<file path="src/rtl/full_spi_if.sv">
// full_spi_if: signal bundle between the SD-card SPI byte engine and its user.
//
// The master modport is the byte engine (full_spi). The slave modport is the
// side that supplies bytes and drives MISO, i.e. the SD command state machine
// together with the card.
//
// Handshake: there is no valid/ready pair. While SPI_Enable=1 the engine runs
// continuously. DataClk is a one-cycle strobe marking a byte boundary:
//   - in that cycle InputData holds the byte just received;
//   - OutputData and SPI_FastMode were already sampled on the edge that raised
//     DataClk.
// A new OutputData written in response to the strobe is therefore sent one
// byte later. dbg_shift mirrors the engine state (1 = SHIFT) for observation.
interface full_spi_if;
    logic       SPI_Enable;
    logic       SPI_FastMode;
    logic [7:0] OutputData;
    logic [7:0] InputData;
    logic       DataClk;
    logic       SPI_MOSI;
    logic       SPI_MISO;
    logic       SPI_CLK;
    logic       dbg_shift;

    modport master (
        input  SPI_Enable,
        input  SPI_FastMode,
        input  OutputData,
        input  SPI_MISO,
        output InputData,
        output DataClk,
        output SPI_MOSI,
        output SPI_CLK,
        output dbg_shift
    );

    modport slave (
        output SPI_Enable,
        output SPI_FastMode,
        output OutputData,
        output SPI_MISO,
        input  InputData,
        input  DataClk,
        input  SPI_MOSI,
        input  SPI_CLK,
        input  dbg_shift
    );
endinterface

</file>
<file path="src/rtl/full_spi.sv">
// full_spi: single-clock SPI mode-0 master byte engine for the SD-card port.
//
// SPI_CLK is divided from MasterCLK. The rate (slow for card init, fast for
// data) is chosen at each byte load. Bytes are shifted full duplex, MSB first,
// back to back while SPI_Enable=1, and DataClk pulses at each byte boundary.
//
// Build option: define FULL_SPI_LOOPBACK_EN to receive from the internal MOSI
// value instead of SPI_MISO, for self-test. Undefined is the production build.
module full_spi #(
    parameter int MasterFrequency = 50000000,
    parameter int SlowFrequency   = 350000,
    parameter int FastFrequency   = 12500000
) (
    input  logic       MasterCLK,
    input  logic       Reset,
    full_spi_if.master bus
);

    // Half-period in MasterCLK cycles for each rate, never below one cycle.
    localparam int HSlowRaw = MasterFrequency / (2 * SlowFrequency);
    localparam int HFastRaw = MasterFrequency / (2 * FastFrequency);
    localparam int HSlow    = (HSlowRaw < 1) ? 1 : HSlowRaw;
    localparam int HFast    = (HFastRaw < 1) ? 1 : HFastRaw;
    localparam int HMax     = (HSlow > HFast) ? HSlow : HFast;

    // The divider counts 0 .. H-1, so it only needs to hold HMax-1.
    localparam int DivW = (HMax > 1) ? $clog2(HMax) : 1;
    localparam logic [DivW-1:0] HSlowLast = DivW'(HSlow - 1);
    localparam logic [DivW-1:0] HFastLast = DivW'(HFast - 1);

    typedef enum logic {
        ST_IDLE  = 1'b0,
        ST_SHIFT = 1'b1
    } state_e;

    state_e          state_q, state_d;
    logic [DivW-1:0] div_q, div_d;
    logic [3:0]      bit_q, bit_d;
    logic [7:0]      tx_q, tx_d;
    logic [7:0]      rx_q, rx_d;
    logic [7:0]      din_q, din_d;
    logic            fast_q, fast_d;
    logic            sclk_q, sclk_d;
    logic            mosi_q, mosi_d;
    logic            dclk_q, dclk_d;

    logic [DivW-1:0] half_last;
    logic            half_done;
    logic            load;
    logic            park;
    logic            rx_bit;

`ifdef FULL_SPI_LOOPBACK_EN
    // Self-test: the bit on the wire is looped straight back into RX.
    logic unused_miso;
    assign unused_miso = bus.SPI_MISO;
    assign rx_bit      = mosi_q;
`else
    // Production: MISO is sampled directly. The card drives it in step with
    // our own SPI_CLK, so no synchronizer is used.
    assign rx_bit = bus.SPI_MISO;
`endif

    // Decode the divider terminal count for the rate latched at the last load,
    // plus the load / park conditions.
    always_comb begin
        half_last = fast_q ? HFastLast : HSlowLast;
        half_done = (state_q == ST_SHIFT) && (div_q == half_last);
        load      = (state_q == ST_IDLE) && bus.SPI_Enable;
        park      = (state_q == ST_IDLE) || !bus.SPI_Enable;
    end

    // FSM next state: enable starts a transfer; dropping enable aborts it at
    // once from any state.
    always_comb begin
        state_d = state_q;
        case (state_q)
            ST_IDLE:  if (bus.SPI_Enable)  state_d = ST_SHIFT;
            ST_SHIFT: if (!bus.SPI_Enable) state_d = ST_IDLE;
            default:  state_d = ST_IDLE;
        endcase
    end

    // Datapath next state.
    // Each SPI_CLK edge is a divider wrap:
    //   - rising edge: sample the RX bit;
    //   - falling edge: shift TX, or finish the byte and reload.
    always_comb begin
        div_d  = div_q;
        bit_d  = bit_q;
        tx_d   = tx_q;
        rx_d   = rx_q;
        din_d  = din_q;
        fast_d = fast_q;
        sclk_d = sclk_q;
        mosi_d = mosi_q;
        dclk_d = 1'b0;

        if (park) begin
            // Idle or abort: clock low, MOSI high, and any partial byte is
            // dropped. InputData is left untouched.
            div_d  = '0;
            bit_d  = 4'd0;
            sclk_d = 1'b0;
            mosi_d = 1'b1;
            if (load) begin
                // Fresh load: no DataClk, the first bit goes out immediately.
                tx_d   = bus.OutputData;
                fast_d = bus.SPI_FastMode;
                mosi_d = bus.OutputData[7];
            end
        end else if (half_done) begin
            div_d  = '0;
            sclk_d = ~sclk_q;
            if (!sclk_q) begin
                // Rising SPI_CLK: capture the bit and count it.
                rx_d  = {rx_q[6:0], rx_bit};
                bit_d = bit_q + 4'd1;
            end else if (bit_q == 4'd8) begin
                // Falling SPI_CLK after bit 8: publish the byte and reload so
                // the next byte follows with no clock gap.
                din_d  = rx_q;
                dclk_d = 1'b1;
                tx_d   = bus.OutputData;
                fast_d = bus.SPI_FastMode;
                mosi_d = bus.OutputData[7];
                bit_d  = 4'd0;
            end else begin
                // Falling SPI_CLK mid-byte: present the next TX bit.
                tx_d   = {tx_q[6:0], 1'b0};
                mosi_d = tx_q[6];
            end
        end else begin
            div_d = div_q + DivW'(1);
        end
    end

    // State registers with asynchronous active-low reset.
    always_ff @(posedge MasterCLK or negedge Reset) begin
        if (!Reset) begin
            state_q <= ST_IDLE;
            div_q   <= '0;
            bit_q   <= 4'd0;
            tx_q    <= 8'h00;
            rx_q    <= 8'h00;
            din_q   <= 8'h00;
            fast_q  <= 1'b0;
            sclk_q  <= 1'b0;
            mosi_q  <= 1'b1;
            dclk_q  <= 1'b0;
        end else begin
            state_q <= state_d;
            div_q   <= div_d;
            bit_q   <= bit_d;
            tx_q    <= tx_d;
            rx_q    <= rx_d;
            din_q   <= din_d;
            fast_q  <= fast_d;
            sclk_q  <= sclk_d;
            mosi_q  <= mosi_d;
            dclk_q  <= dclk_d;
        end
    end

    // All outputs come straight from registers.
    always_comb begin
        bus.InputData = din_q;
        bus.DataClk   = dclk_q;
        bus.SPI_MOSI  = mosi_q;
        bus.SPI_CLK   = sclk_q;
        bus.dbg_shift = (state_q == ST_SHIFT);
    end

endmodule

</file>
<file path="src/flat_wrapper.sv">
// flat-port wrapper written by rule: the top's interface ports become plain ports
module full_spi_flat 
#(
    parameter int MasterFrequency = 50000000,
    parameter int SlowFrequency   = 350000,
    parameter int FastFrequency   = 12500000
)
  (MasterCLK, Reset, bus_SPI_Enable, bus_SPI_FastMode, bus_OutputData, bus_SPI_MISO, bus_InputData, bus_DataClk, bus_SPI_MOSI, bus_SPI_CLK, bus_dbg_shift);
  full_spi_if bus_i ();
  input  logic MasterCLK;
  input  logic Reset;
  input wire logic [$bits(bus_i.SPI_Enable)-1:0] bus_SPI_Enable;
  input wire logic [$bits(bus_i.SPI_FastMode)-1:0] bus_SPI_FastMode;
  input wire logic [$bits(bus_i.OutputData)-1:0] bus_OutputData;
  input wire logic [$bits(bus_i.SPI_MISO)-1:0] bus_SPI_MISO;
  output wire logic [$bits(bus_i.InputData)-1:0] bus_InputData;
  output wire logic [$bits(bus_i.DataClk)-1:0] bus_DataClk;
  output wire logic [$bits(bus_i.SPI_MOSI)-1:0] bus_SPI_MOSI;
  output wire logic [$bits(bus_i.SPI_CLK)-1:0] bus_SPI_CLK;
  output wire logic [$bits(bus_i.dbg_shift)-1:0] bus_dbg_shift;
  assign bus_i.SPI_Enable = bus_SPI_Enable;
  assign bus_i.SPI_FastMode = bus_SPI_FastMode;
  assign bus_i.OutputData = bus_OutputData;
  assign bus_i.SPI_MISO = bus_SPI_MISO;
  assign bus_InputData = bus_i.InputData;
  assign bus_DataClk = bus_i.DataClk;
  assign bus_SPI_MOSI = bus_i.SPI_MOSI;
  assign bus_SPI_CLK = bus_i.SPI_CLK;
  assign bus_dbg_shift = bus_i.dbg_shift;
  full_spi #(.MasterFrequency(MasterFrequency), .SlowFrequency(SlowFrequency), .FastFrequency(FastFrequency)) u_core (.MasterCLK(MasterCLK), .Reset(Reset), .bus(bus_i));
endmodule
</file>
<file path="config.mk">
export PLATFORM = sky130hd
export DESIGN_NAME = full_spi_flat
export DESIGN_NICKNAME = d
export VERILOG_FILES = /design/src/rtl/full_spi_if.sv /design/src/rtl/full_spi.sv /design/src/flat_wrapper.sv
export SDC_FILE = /design/constraint.sdc
export NUM_CORES = 1
export LEC_CHECK = 0
export BUFFER_PORTS_ARGS = -buffer_cell sky130_fd_sc_hd__buf_2
export CORE_UTILIZATION = 55
export CTS_CLUSTER_DIAMETER = 150
export DETAILED_ROUTE_END_ITERATION = 6
export PLACE_DENSITY = 0.77
export SETUP_SLACK_MARGIN = 0.02
export SYNTH_ARGS = -nofsm -noshare
export SYNTH_HDL_FRONTEND = slang
export SYNTH_SLANG_ARGS = --single-unit
</file>
<file path="constraint.sdc">
create_clock -name MasterCLK -period 4.4 [get_ports MasterCLK]
set_clock_uncertainty 0.1 [all_clocks]
set_input_delay 0.22 -clock MasterCLK [delete_from_list [all_inputs] [get_ports MasterCLK]]
set_output_delay 0.22 -clock MasterCLK [all_outputs]
set_load 0.005 [all_outputs]
</file>
==> impl_metrics.py <==
metrics = {
    "cts": {
        "cts_setup_buffers": 0,
        "cts_resized": 0,
        "clock_latency_ns": 0.33,
        "clock-root-buffer": "clkbuf_4",
        "clock_path_buffers": 2,
        "cts_max_level": 2,
        "cts_tree": "built",
        "clkTransAtPathRegs_ns": 0.11,
        "cts_made_buffers": 5,
        "ctsHoldBuffers": 2,
        "cts_num_sinks": 39,
    },
    "die": {
        "initial_utilization": 0.5813,
        "die_h_um": 59.04,
        "die-area_um2": 3485,
        "ios": 25,
        "core_region_area_um2": 3078,
        "rows": 20,
        "die_w_um": 59.04,
    },
    "place": {
        "io_buffers": 24,
        "dpl.hpwl_mm": 2.283,
        "gp_congestion": 0.8278,
    },
    "worst_setup_path": {
        "rr_endpoint": "u_core.rx_q[2]",
        "crit_buf_inv": 0,
        "r2r_slack_ns": 2.15,
        "endpoint_kind": "register",
        "rr_startpoint": "u_core.div_q[0]",
        "critical-path-max-stage-delay_ns": 0.50,
        "worstPathArrival_ns": 2.38,
        "ff2ff_path_depth": 4,
        "cp_top_family": "simple AND/OR/NAND/NOR gates",
        "worstSetupStartpointType": "register",
        "critPathKind": "reg -> reg",
        "cp_cell_sequence": "or3b_1 -> o22a_2 -> nor4_4 -> mux2_2",
        "crit_path_max_fanout": 8,
        "slowest_stage": "nor4_4",
        "required_ns": 4.53,
    },
    "sta": {
        "tightest_slew_ns": 0.8307,
        "worst_slew_margin_rel": 0.4462,
        "rsz0062_at_grt": "false",
        "fin_setup_tns_ns": 0,
        "period_minus_slack_ns": 2.250,
        "drv_slew": 0,
        "final.period_utilization": 0.5113,
        "finalHoldViolations": 0,
        "finalSetupViolCount": 0,
        "fmax_ghz": 0.4445,
    },
    "global_route": {
        "grt_max_degree": 40,
        "grt_pass1_vias": 1172,
        "grt_pass1_wl_mm": 5.382,
        "grt_overflow": 0,
        "antenna_found_initial": 0,
        "grt.total_usage": 0.2125,
    },
    "yosys": {
        "yosys_warnings": 0,
        "ys_seq_area_frac": 0.5462,
        "synth_area_leaders": "dfrtp_1, mux2_2, nand3_1",
        "avgSynthCellArea_um2": 12.25,
        "synth_cell_types": 37,
        "synth-seq-cells": 39,
        "synth_fp_nets": 162,
        "synth_top_area_frac": 0.5315,
        "synth_area_um2": 1789,
        "synth_edf_count": 0,
        "yosys.area.top_type": "dfrtp_1",
        "synth_cells": 146,
        "postSynth.asyncResetShare": 1.000,
        "yosys_most_used_dff": "dfrtp_1",
    },
    "final_layout": {
        "area_growth_pct": 15.03,
        "final_nets": 194,
        "drive_above_1_share": 0.3743,
        "num-fill-cells": 234,
        "antenna_cells": 0,
    },
    "drt": {
        "wirelength_mm": 3.163,
        "top_layer": "met4",
        "detail-route-antenna-nets": 0,
        "vias": 1240,
        "vias_per_cell": 5.561,
        "drt-met1-wl_mm": 1.426,
        "wl_per_cell_um": 14.18,
        "wl_met2_mm": 1.557,
        "wl_met3_um": 130,
        "drc": 0,
        "drtIter0Drc": 60,
        "firstDrtPassIters": 4,
    },
    "pwr": {
        "p_switching_mw": 0.1489,
        "power_switching_share": 0.2289,
        "leakage_nw": 0.9692,
        "p_total_mw": 0.6508,
        "p_comb_frac": 0.088,
        "peakVddDrop_mv": 0.2716,
        "powerDensity_nw_per_um2": 316.2,
        "seqPwrFrac": 0.599,
        "p_int_mw": 0.5018,
        "p_clk_frac": 0.313,
    },
    "run_status": {
        "status": "completed",
    },
    "min_path": {
        "hp-start": "bus_SPI_MISO",
        "hold_path.class": "in -> reg",
        "holdPathStages": 2,
        "holdPathEnd": "u_core.rx_q[0]",
    },
    "flow_run": {
        "drv_cap": 0,
    },
}
[synth_stat cells (all sizes together), types with 2 or more instances]
master / count
a31oi: 4
dfrtp: 38
ha: 3
inv: 6
mux2: 28
mux2i: 2
nand2: 8
nand2b: 2
nand3: 10
nor2: 9
nor3: 5
o21ai: 7
xnor2: 3
xor2: 2
[worst register-to-register path, stage by stage (launching register included)]
cell and delay [ns]:
dfrtp_1 0.44, or3b_1 0.40, o22a_2 0.30, nor4_4 0.50
mux2_2 0.41
[final cells by class]
cell class              instances  area [um2]  area share
multi-input cells              99       780.7      0.3793
clock buffers                   7       65.06     0.03161
repair buffers                 27       150.1     0.07295
flip-flops and latches         39       977.2      0.4748
inverters                       6       22.52     0.01094
clock inverters                 1       7.507    0.003647
well taps                      44       55.05     0.02675
[sequential cells by signal, summed over array words and instances, names as in the netlist]
| register | flops |
|---|---|
| u_core.bus.InputData | 8 |
| u_core.rx_q | 8 |
| u_core.div_q | 7 |
| u_core.tx_q | 7 |
| u_core.bit_q | 4 |
| u_core.bus.DataClk | 1 |
| u_core.bus.SPI_CLK | 1 |
| u_core.bus.SPI_MOSI | 1 |
| u_core.bus.dbg_shift | 1 |
| u_core.fast_q | 1 |
[power groups by stage]
stage	Sequential [mW]	Combinational [mW]	Clock [mW]
floorplan	0.393	0.0362	0
global placement	0.395	0.0537	0
detailed placement	0.397	0.0563	0
CTS	0.390	0.0579	0.211
global route	0.393	0.0654	0.224
finish	0.390	0.0572	0.204
[worst max-delay path by stage]
stage | startpoint | to | slack, ns | cells after the start
floorplan | u_core.div_q[0] | u_core.rx_q[0] | 2.33 | 4
global placement | u_core.div_q[0] | u_core.rx_q[7] | 2.22 | 4
detailed placement | u_core.div_q[0] | u_core.rx_q[2] | 2.15 | 4
CTS | u_core.div_q[0] | u_core.rx_q[2] | 2.13 | 4
global route | u_core.div_q[0] | u_core.rx_q[2] | 2.06 | 4
finish | u_core.div_q[0] | u_core.rx_q[2] | 2.15 | 4
[cell families (layout without fill, tap and decap cells)]
group	count (synthesis)	count (layout)	share of synthesized area
AOI/OAI and AO/OA	18	18	0.06713
adders and majority gates	3	3	0.02098
xor gates and xnor gates	5	5	0.02448
DFF	39	39	0.5462
muxes	30	30	0.1874
and+or+nand+nor	43	43	0.1364
buffers and inverters	8	41	0.01748
[cells in the final DEF (no fill, tap or decap), types with 2 or more instances in the layout]
cell           instances
xnor2_1                3
buf_2                 24
xor2_1                 2
mux2_2                28
nor3_1                 4
nand2b_1               2
dlygate4sd3_1          3
mux2i_1                2
dfrtp_1               38
nand2_1                8
nand3_1                9
clkbuf_8               2
inv_1                  6
a31oi_1                4
nor2_1                 9
clkbuf_4               5
ha_1                   3
o21ai_0                5
[metal layers]
layer  track usage  vias to the layer above
met3       0.05459                        8
li1              -                      593
met2        0.3328                       37
met4       0.09184                        0
met5             0                        -
met1        0.2815                      602
[through the flow]
| stage | utilization | instance area, um2 | setup WS, ns | cells | hold slack, ns |
|---|---|---|---|---|---|
| 6_report | 0.6687 | 2058 | 2.150 | 223 | 0.02260 |
| 3_3_place_gp | 0.6354 | 1956 | 2.224 | 212 | 0.2599 |
| 4_1_cts | 0.6654 | 2048 | 2.129 | 222 | 0.003882 |
| 3_5_place_dp | 0.6354 | 1956 | 2.147 | 212 | 0.2682 |
| 2_1_floorplan | - | 1789 | 2.326 | 146 | -0.1756 |
| 5_1_grt | 0.6687 | 2058 | 2.060 | 223 | 0.008338 |
Note: power is estimated with default switching activity, not from simulation.
